$ cat src/rtl/vectored_interrupt_controller_if.sv
// vectored_interrupt_controller_if: core-side PC/IRQ bundle between the CPU datapath and the interrupt controller.
interface vectored_interrupt_controller_if #(
  parameter int XLEN = 32,
  parameter int NUM_IRQ = 8
);
  localparam int IDW = $clog2(NUM_IRQ);
  logic [XLEN-1:0] pc_next;
  logic [NUM_IRQ-1:0] irq;
  logic [NUM_IRQ-1:0] irq_mask;
  logic global_ie;
  logic mret;
  logic [XLEN-1:0] pc_next_final;
  logic [XLEN-1:0] epc_out;
  logic [IDW-1:0] cause_out;
  logic irq_ack;
  logic in_isr;
  logic [NUM_IRQ-1:0] pending_out;
  modport master (
    output pc_next, irq, irq_mask, global_ie, mret,
    input pc_next_final, epc_out, cause_out, irq_ack, in_isr, pending_out
  );
  modport slave (
    input pc_next, irq, irq_mask, global_ie, mret,
    output pc_next_final, epc_out, cause_out, irq_ack, in_isr, pending_out
  );
endinterface

$ cat src/rtl/vectored_interrupt_controller.sv
// vectored_interrupt_controller: edge-latched prioritised IRQs redirect the PC to a vector and restore it on mret.
// Define INTC_VECTORED_EN for per-line vectors; otherwise every line vectors to ISR_BASE.
module vectored_interrupt_controller #(
  parameter int XLEN = 32,
  parameter int NUM_IRQ = 8,
  parameter logic [XLEN-1:0] ISR_BASE = XLEN'(20),
  parameter int VECTOR_STRIDE = 4
) (
  input logic clk,
  input logic reset,
  vectored_interrupt_controller_if.slave bus
);
  localparam int IDW = $clog2(NUM_IRQ);
`ifdef INTC_VECTORED_EN
  localparam bit VECTORED = 1'b1;
`else
  localparam bit VECTORED = 1'b0;
`endif
  typedef enum logic [1:0] {IDLE, ISR_ENTER, IN_ISR} state_t;
  state_t state_q, state_d;
  logic [NUM_IRQ-1:0] irq_prev_q, pending_q, pending_d, eligible, clr;
  logic [XLEN-1:0] epc_q, epc_d, vec;
  logic [IDW-1:0] cause_q, cause_d, sel;
  logic irq_ack_q, irq_ack_d, in_isr_q, in_isr_d, enter;
  assign eligible = pending_q & bus.irq_mask;
  assign vec = VECTORED ? ISR_BASE + XLEN'(cause_q) * XLEN'(VECTOR_STRIDE) : ISR_BASE;
  always_comb begin
    sel = '0;
    for (int i = NUM_IRQ - 1; i >= 0; i--) sel = eligible[i] ? IDW'(i) : sel;
  end
  always_comb begin
    enter = state_q == IDLE && bus.global_ie && |eligible;
    clr = enter ? NUM_IRQ'(1) << sel : '0;
    // a fresh edge on the line being cleared keeps it pending
    pending_d = (pending_q & ~clr) | (bus.irq & ~irq_prev_q);
    state_d = enter ? ISR_ENTER :
              state_q == ISR_ENTER ? IN_ISR :
              (state_q == IN_ISR && bus.mret) ? IDLE : state_q;
    epc_d = enter ? bus.pc_next : epc_q;
    cause_d = enter ? sel : cause_q;
    irq_ack_d = state_d == ISR_ENTER;
    in_isr_d = state_d != IDLE;
  end
  always_ff @(negedge clk or negedge reset) begin
    if (!reset) begin
      state_q <= IDLE;
      irq_prev_q <= '0;
      pending_q <= '0;
      epc_q <= '0;
      cause_q <= '0;
      irq_ack_q <= 1'b0;
      in_isr_q <= 1'b0;
    end else begin
      state_q <= state_d;
      irq_prev_q <= bus.irq;
      pending_q <= pending_d;
      epc_q <= epc_d;
      cause_q <= cause_d;
      irq_ack_q <= irq_ack_d;
      in_isr_q <= in_isr_d;
    end
  end
  assign bus.pc_next_final = state_q == ISR_ENTER ? vec :
                             (state_q == IN_ISR && bus.mret) ? epc_q : bus.pc_next;
  assign bus.epc_out = epc_q;
  assign bus.cause_out = cause_q;
  assign bus.irq_ack = irq_ack_q;
  assign bus.in_isr = in_isr_q;
  assign bus.pending_out = pending_q;
endmodule
$ cat src/flat_wrapper.sv
// flat-port wrapper written by rule: the top's interface ports become plain ports
module vectored_interrupt_controller_flat 
#(
  parameter int XLEN = 32,
  parameter int NUM_IRQ = 8,
  parameter logic [XLEN-1:0] ISR_BASE = XLEN'(20),
  parameter int VECTOR_STRIDE = 4
)
  (clk, reset, bus_pc_next, bus_irq, bus_irq_mask, bus_global_ie, bus_mret, bus_pc_next_final, bus_epc_out, bus_cause_out, bus_irq_ack, bus_in_isr, bus_pending_out);
  vectored_interrupt_controller_if #(.XLEN(XLEN), .NUM_IRQ(NUM_IRQ)) bus_i ();
  input logic clk;
  input logic reset;
  input wire logic [$bits(bus_i.pc_next)-1:0] bus_pc_next;
  input wire logic [$bits(bus_i.irq)-1:0] bus_irq;
  input wire logic [$bits(bus_i.irq_mask)-1:0] bus_irq_mask;
  input wire logic [$bits(bus_i.global_ie)-1:0] bus_global_ie;
  input wire logic [$bits(bus_i.mret)-1:0] bus_mret;
  output wire logic [$bits(bus_i.pc_next_final)-1:0] bus_pc_next_final;
  output wire logic [$bits(bus_i.epc_out)-1:0] bus_epc_out;
  output wire logic [$bits(bus_i.cause_out)-1:0] bus_cause_out;
  output wire logic [$bits(bus_i.irq_ack)-1:0] bus_irq_ack;
  output wire logic [$bits(bus_i.in_isr)-1:0] bus_in_isr;
  output wire logic [$bits(bus_i.pending_out)-1:0] bus_pending_out;
  assign bus_i.pc_next = bus_pc_next;
  assign bus_i.irq = bus_irq;
  assign bus_i.irq_mask = bus_irq_mask;
  assign bus_i.global_ie = bus_global_ie;
  assign bus_i.mret = bus_mret;
  assign bus_pc_next_final = bus_i.pc_next_final;
  assign bus_epc_out = bus_i.epc_out;
  assign bus_cause_out = bus_i.cause_out;
  assign bus_irq_ack = bus_i.irq_ack;
  assign bus_in_isr = bus_i.in_isr;
  assign bus_pending_out = bus_i.pending_out;
  vectored_interrupt_controller #(.XLEN(XLEN), .NUM_IRQ(NUM_IRQ), .ISR_BASE(ISR_BASE), .VECTOR_STRIDE(VECTOR_STRIDE)) u_core (.clk(clk), .reset(reset), .bus(bus_i));
endmodule
$ cat config.mk
export PLATFORM = sky130hd
export DESIGN_NAME = vectored_interrupt_controller_flat
export DESIGN_NICKNAME = d
export VERILOG_FILES = /design/src/rtl/vectored_interrupt_controller_if.sv /design/src/rtl/vectored_interrupt_controller.sv /design/src/flat_wrapper.sv
export SDC_FILE = /design/constraint.sdc
export NUM_CORES = 1
export LEC_CHECK = 0
export ABC_AREA = 1
export CAP_MARGIN = 20
export CORE_ASPECT_RATIO = 1.1
export CORE_UTILIZATION = 29
export DETAILED_ROUTE_END_ITERATION = 8
export HOLD_SLACK_MARGIN = 0.03
export PLACE_DENSITY = 0.62
export SLEW_MARGIN = 20
export SYNTH_ARGS = -nofsm -noshare
export SYNTH_HDL_FRONTEND = slang
export SYNTH_SLANG_ARGS = --single-unit
export TNS_END_PERCENT = 50
$ cat constraint.sdc
create_clock -name clk -period 1.7 [get_ports clk]
set_clock_uncertainty 0.2 [all_clocks]
set_input_delay 0.34 -clock clk [delete_from_list [all_inputs] [get_ports clk]]
set_output_delay 0.34 -clock clk [all_outputs]
set_load 0.03 [all_outputs]
Yosys cells after proc, flatten, opt, wreduce, memory -nomap -nowiden:

Index checks and enable logic that the tools add are counted.

* output and inout port bits: 77
* memory bits (read-only): 0
* logic and storage cells: 37
* bits in latches: 0
* memories kept: 0
* register bits after elaboration: 55
* input port bits: 52
* bits in writable memories: 0

* equal/unequal tests: 3
* shift operators: 1
* $mul: 0
* reductions and logical operators: 6
* divide/modulo/power cells: 0
* bitwise gates (word level): 6
* mux-type cells: 14
* add/subtract/negate cells: 0
* $lt $le $gt $ge: 0

Operators with widths (number)
* 32-bit two-way mux: 2
* 8-bit bitwise AND: 3
* 3-bit two-way mux: 8
* 8-bit NOT: 2
* 8-bit two-way mux: 1
* 8-bit bitwise OR: 1
* 8-bit OR reduction: 1
* 1-bit by 3-bit << shifter with 8-bit output, first input constant: 1
* 2-bit two-way mux: 3
* 2-bit by 1-bit == test with 1-bit output, second input constant: 2
* 1-bit logical AND: 3
* 2-bit == test, second input constant: 1
* 2-bit logical NOT: 1
* 2-bit nonzero test: 1

Logic depth before layout (Yosys ltp):

Gate-level depths: netlist of run 1.

* depth after elaboration: 14
* gate-level depth with buffers: 12
* gate-level depth less buffers: 12

==> results.py, run 1 <==
metrics = {
    "global_routing": {
        "antenna_found_initial": 0,
        "grt_usage": 0.204,
        "grt_overflow_total": 0,
        "grt_pass1_wl_um": 15100,
        "grt_max_degree": 28,
        "grt_pass1_vias": 3223,
    },
    "sta": {
        "finalHoldViolations": 0,
        "grt_setup_unrepaired": "yes",
        "tns_ns": -89.89,
        "worstMarginPinSlew_ns": 0.331,
        "relSlewSlack": 0.779,
        "finalSetupViolCount": 124,
        "whs_ns": 0.170,
        "fin_ws_ns": -1.34,
        "final-max-slew-violation-count": 0,
    },
    "worst_setup_path": {
        "crit_fanout": 26,
        "regToRegSetupSlack_ns": -0.26,
        "cp_top_family": "flip-flops",
        "worst-setup-path-type": "reg -> out",
        "critical_path_required_ns": 1.16,
        "cp-start-kind": "register",
        "max_stage_delay_ns": 0.51,
        "r2r_end": "u_core.bus.epc_out[13]",
        "critPathLaunch": "u_core.state_q[0]",
        "crit_slowest_cell": "dfrtn_1",
        "r2r.worst_path.cells": 10,
        "endpoint_kind": "output port",
        "path_buf_inv": 3,
        "cp.depth": 6,
        "crit_path_end": "bus_pc_next_final[4]",
        "reg2reg_from": "u_core.state_q[1]",
        "path_cells": "nor3_4 -> inv_2 -> buf_12 -> nor2_2 -> a31oi_4 -> buf_6",
        "crit_arrival_ns": 2.50,
    },
    "layout": {
        "final_cell_mix": "buf_6 (102), buf_4 (75), nand2_1 (58), dfrtn_1 (55), o21ai_2 (50)",
        "fillers": 660,
        "stdcell_count": 665,
        "area_growth_pct": 126,
        "n_antenna_cell": 0,
        "multi_input_area_mm2": 0.00149,
        "regArea_mm2": 0.00138,
        "final_nets": 605,
        "final_common_cell": "buf_6",
        "drive_above_1_share": 0.605,
    },
    "logic_synthesis": {
        "ys_seq_elements": 55,
        "yosys.area.top_type_share": 0.530,
        "yosysSeqAreaShare": 0.530,
        "synth_area_leaders": "dfrtn_1 (53%), o21ai_1 (12%), nand2_1 (11%)",
        "synth.avg_cell_area_um2": 8.07,
        "syn_nets": 374,
        "synth_area_mm2": 0.00260,
        "yosysUniqueCellTypes": 20,
        "synth_area_leader_cell": "dfrtn_1",
        "synth_warnings": 0,
        "synth_cells": 322,
    },
    "run_status": {
        "status": "complete, but fails checks",
        "violations": "setup timing",
    },
    "placement": {
        "dp.cells": 625,
        "numPortBuffers": 128,
        "hpwl_um": 5900,
        "gp_congestion": 0.797,
        "pre_cts_slack_ns": -1.22,
    },
    "clock_network": {
        "root_buffer": "clkbuf_8",
        "cts_tree": "yes",
        "clock_latency_ns": 0.31,
        "clkSinkCount": 55,
        "cts_buffers": 5,
        "clk_pin_slew_ns": 0.07,
        "cts.path.max_buffers": 2,
        "cts.htree.levels": 2,
        "cts_hold_buf": 0,
    },
    "detailed_routing": {
        "avgViaCountPerCell": 4.60,
        "wl_um": 9350,
        "wl_per_cell_um": 14.1,
        "first_pass_iters": 4,
        "drc": 0,
        "drt-initial-drc-count": 46,
        "vias": 3056,
        "ant_nets": 0,
    },
    "die": {
        "num_rows": 35,
        "core_area_mm2": 0.00854,
        "initial_core_util": 0.304,
        "io_pins": 129,
        "die_x_um": 92.2,
        "die_h_um": 101,
        "die_area_mm2": 0.00934,
    },
    "power_and_ir_drop": {
        "power_density_mw_per_mm2": 1840,
        "ir_drop_mv": 1.09,
        "p_total_uw": 10800,
        "power.leakage_uw": 0.00290,
    },
    "run": {
        "cap_violations": 0,
    },
    "hold_path": {
        "min_path_cells": 3,
        "hp-class": "reg -> reg",
    },
}
layer usage:
layer  track usage  vias up  part of all wire
li1              -     1498                 -
met1         0.242     1457              0.41
met5             0        -                 0
met4        0.0649        0             0.020
met2         0.376       84              0.53
met3        0.0353       17             0.040
area by class of cell:
type,instances,share of cell area
timing repair buffer,240,0.436
sequential,55,0.234
clock buffer,6,0.0140
tap,111,0.0236
multi-input combinational,201,0.254
inverter,50,0.0328
clock inverter,2,0.00596
kinds of logic (layout without fill, tap and decap cells):
| group | Yosys count | in the layout | synth area share |
|---|---|---|---|
| AOI/OAI and AO/OA | 99 | 99 | 0.193 |
| buffers and inverters | 66 | 298 | 0.114 |
| DFF | 55 | 55 | 0.530 |
| and+or+nand+nor | 102 | 102 | 0.163 |
where the power goes:
group / switching (uW) / internal [uW] / leakage (uW) / total, uW
Clock: 438 / 478 / 0.0000612 / 916
Sequential: 382 / 1820 / 0.000652 / 2200
Combinational: 4000 / 3720 / 0.00218 / 7730
Total: 4820 / 6020 / 0.00290 / 10800
worst min path at each step:
stage / start / endpoint / slack (ns)
floorplan: u_core.irq_prev_q[0] / u_core.bus.pending_out[0] / 0.16
global placement: u_core.irq_prev_q[1] / u_core.bus.pending_out[1] / 0.17
detailed placement: u_core.irq_prev_q[5] / u_core.bus.pending_out[5] / 0.18
CTS: u_core.irq_prev_q[1] / u_core.bus.pending_out[1] / 0.17
global route: u_core.irq_prev_q[7] / u_core.bus.pending_out[7] / 0.18
finish: u_core.irq_prev_q[7] / u_core.bus.pending_out[7] / 0.17
sequential cells by signal, indices dropped and copies added, names as in the netlist:
signal / cells
u_core.bus.in_isr: 1
u_core.bus.epc_out: 32
u_core.bus.cause_out: 3
u_core.bus.irq_ack: 1
u_core.irq_prev_q: 8
u_core.bus.pending_out: 8
u_core.state_q: 2
repair_timing:
action,4_1_cts,5_1_grt
cloned,6,0
buffers inserted,20,11
gates resized for setup,192,53
pin swaps,31,20
endpoints found under the setup margin,124,124
synth_stat cells (all sizes together):
library cell  instances
inv                  50
nand3                 5
nand4                 4
nand2                81
nor3                  1
o21ai                66
nor2                 11
clkbuf                3
buf                  13
a31oi                 2
a21oi                31
dfrtn                55
tightest hold or removal path: stages (launching register included):
cell and delay [ns]:
dfrtn_1 0.33, inv_1 0.04, nand2_1 0.04, nand2_1 0.05
through the flow:
step                      cell area (um^2)  utilization
after CTS                             5660        0.663
after global routing                  5880        0.689
after global placement                4670        0.547
after floorplan                       2900            -
final                                 5880        0.689
after detailed placement              4670        0.547
(Power assumes the default switching activity.)
==> inputs of run 2 (changes only) <==
Settings changed: SKIP_CTS_REPAIR_TIMING set to 1.
==> run 2 against run 1 <==
Compared with the run above: first-iteration DRC count is 4.3% higher; the flow still finishes with violations (setup timing); clock power is 0.4% higher; wire length is 4.5% lower; worst hold slack better by 0.0034 ns; flip-flop and latch count stayed put; combinational power is 6.6% lower; core utilization is 3.2 points lower; critical path type unchanged; die area stayed put; sequential power hardly changed.
==> results.py, run 2 (synthesized netlist as in run 1, its figures left out) <==
metrics = {
    "run_status": {
        "status": "complete, but fails checks",
        "violations": "setup timing",
    },
    "placement": {
        "placed_cell_area_mm2": 0.00467,
        "numPortBuffers": 128,
        "dp.cells": 625,
        "hpwl_um": 5900,
        "gp_congestion": 0.797,
        "pre_cts_slack_ns": -1.22,
    },
    "hold_path": {
        "hp-class": "reg -> reg",
        "hold_path_startpoint": "u_core.irq_prev_q[5]",
        "min_path_cells": 3,
        "hold-path-endpoint": "u_core.bus.pending_out[5]",
    },
    "layout": {
        "n_antenna_cell": 0,
        "drive_above_1_share": 0.588,
        "final_nets": 585,
        "largest_reg_flops": 32,
        "final_common_cell": "buf_6",
        "area_growth_pct": 116,
        "fillers": 694,
        "stdcell_count": 645,
        "final_area_mm2": 0.00561,
        "final_cell_mix": "buf_6 (84), buf_4 (74), nand2_1 (59), dfrtn_1 (55), o21ai_2 (52)",
    },
    "clock_network": {
        "cts.htree.levels": 2,
        "clock_latency_ns": 0.31,
        "clkSinkCount": 55,
        "clk_pin_slew_ns": 0.07,
        "cts_buffers": 5,
        "cts_tree": "yes",
        "cts.path.max_buffers": 2,
        "root_buffer": "clkbuf_8",
    },
    "global_routing": {
        "grt_pass1_vias": 2782,
        "grt_usage": 0.171,
        "grt_pass1_wl_um": 12900,
        "grt_overflow_total": 0,
        "grt_max_degree": 31,
        "antenna_found_initial": 0,
    },
    "worst_setup_path": {
        "max_stage_delay_ns": 0.45,
        "reg2reg_from": "u_core.state_q[0]",
        "crit_fanout": 26,
        "crit_slowest_cell": "dfrtn_1",
        "cp_top_family": "buffers and inverters",
        "critical_path_required_ns": 1.16,
        "cp.depth": 7,
        "worst-setup-path-type": "reg -> out",
        "endpoint_kind": "output port",
        "crit_arrival_ns": 2.50,
        "r2r.worst_path.cells": 8,
        "r2r_end": "u_core.bus.pending_out[7]",
        "regToRegSetupSlack_ns": -0.03,
        "path_buf_inv": 4,
        "path_cells": "inv_2 -> nor3_4 -> inv_2 -> buf_12 -> o21ai_1 -> a21oi_2 -> buf_4",
        "cp-start-kind": "register",
        "cp_common_cell": "inv_2",
    },
    "die": {
        "io_pins": 129,
        "initial_core_util": 0.304,
        "core_area_mm2": 0.00854,
        "die_x_um": 92.2,
        "die_h_um": 101,
        "num_rows": 35,
        "die_area_mm2": 0.00934,
    },
    "sta": {
        "fin_ws_ns": -1.34,
        "finalHoldViolations": 0,
        "grt_setup_unrepaired": "yes",
        "finalSetupViolCount": 124,
        "final-max-slew-violation-count": 0,
        "relSlewSlack": 0.854,
        "worstMarginPinSlew_ns": 0.219,
        "tns_ns": -89.38,
    },
    "power_and_ir_drop": {
        "power.leakage_uw": 0.00275,
        "ir_drop_mv": 1.02,
        "p_total_uw": 10300,
        "power_density_mw_per_mm2": 1840,
    },
    "detailed_routing": {
        "avgViaCountPerCell": 4.58,
        "wl_per_cell_um": 13.8,
        "drt-initial-drc-count": 48,
        "wl_um": 8930,
        "ant_nets": 0,
        "vias": 2954,
        "first_pass_iters": 4,
        "drc": 0,
    },
    "run": {
        "cap_violations": 0,
    },
}
-- run 2: how the worst max path moves through the flow --
stage | from | slack (ns) | endpoint
CTS | u_core.state_q[1] | -1.39 | bus_pc_next_final[0]
global route | u_core.state_q[1] | -1.43 | bus_pc_next_final[22]
detailed placement | bus_irq_mask[6] | -1.22 | u_core.bus.pending_out[0]
floorplan | u_core.state_q[1] | -0.96 | bus_pc_next_final[0]
global placement | bus_irq_mask[6] | -1.18 | u_core.bus.pending_out[0]
finish | u_core.state_q[1] | -1.34 | bus_pc_next_final[22]
-- run 2: power by group --
group          switching [uW]  total [uW]  internal (uW)  leakage [uW]
clock network             442         920            478     0.0000612
logic                    3880        7220           3340       0.00204
registers                 386        2200           1820      0.000652
-- run 2: final cells by class --
| type | instances | area (um^2) | share of cell area |
|---|---|---|---|
| repair buffers | 218 | 2240 | 0.399 |
| clock inverters | 2 | 35.0 | 0.00625 |
| clock buffers | 6 | 82.6 | 0.0147 |
| multi-input cells | 203 | 1540 | 0.275 |
| flip-flops and latches | 55 | 1380 | 0.245 |
| well taps | 111 | 139 | 0.0248 |
| inverters | 50 | 193 | 0.0344 |
-- run 2: worst reg2reg max path, stage by stage, from the launching register on --
cell     delay, ns
dfrtn_1       0.40
nor2_1        0.21
nand2_2       0.15
inv_6         0.15
nand2_2       0.08
nor2_4        0.16
nand4_1       0.11
nand2_1       0.07
nand2_1       0.04
-- run 2: stage by stage --
| stage | utilization | hold slack, ns |
|---|---|---|
| 6_report | 0.657 | 0.173 |
| 3_3_place_gp | 0.547 | 0.169 |
| 3_5_place_dp | 0.547 | 0.177 |
| 5_1_grt | 0.657 | 0.184 |
| 4_1_cts | 0.561 | 0.174 |
| 2_1_floorplan | - | 0.160 |
-- run 2: routing by layer --
metal  vias to the layer above  wire (um)  track usage
met4                         0        165       0.0517
met5                         -          0            0
met3                        16        362       0.0293
li1                       1463          -            -
met1                      1389       3770        0.220
met2                        86       4630        0.296
==> inputs of run 3 (changes only) <==
Settings changed: SKIP_CTS_REPAIR_TIMING 1 to unset.
==> results of run 3 <==
No change in the layout: final DEF, timing and power equal those of run 1.
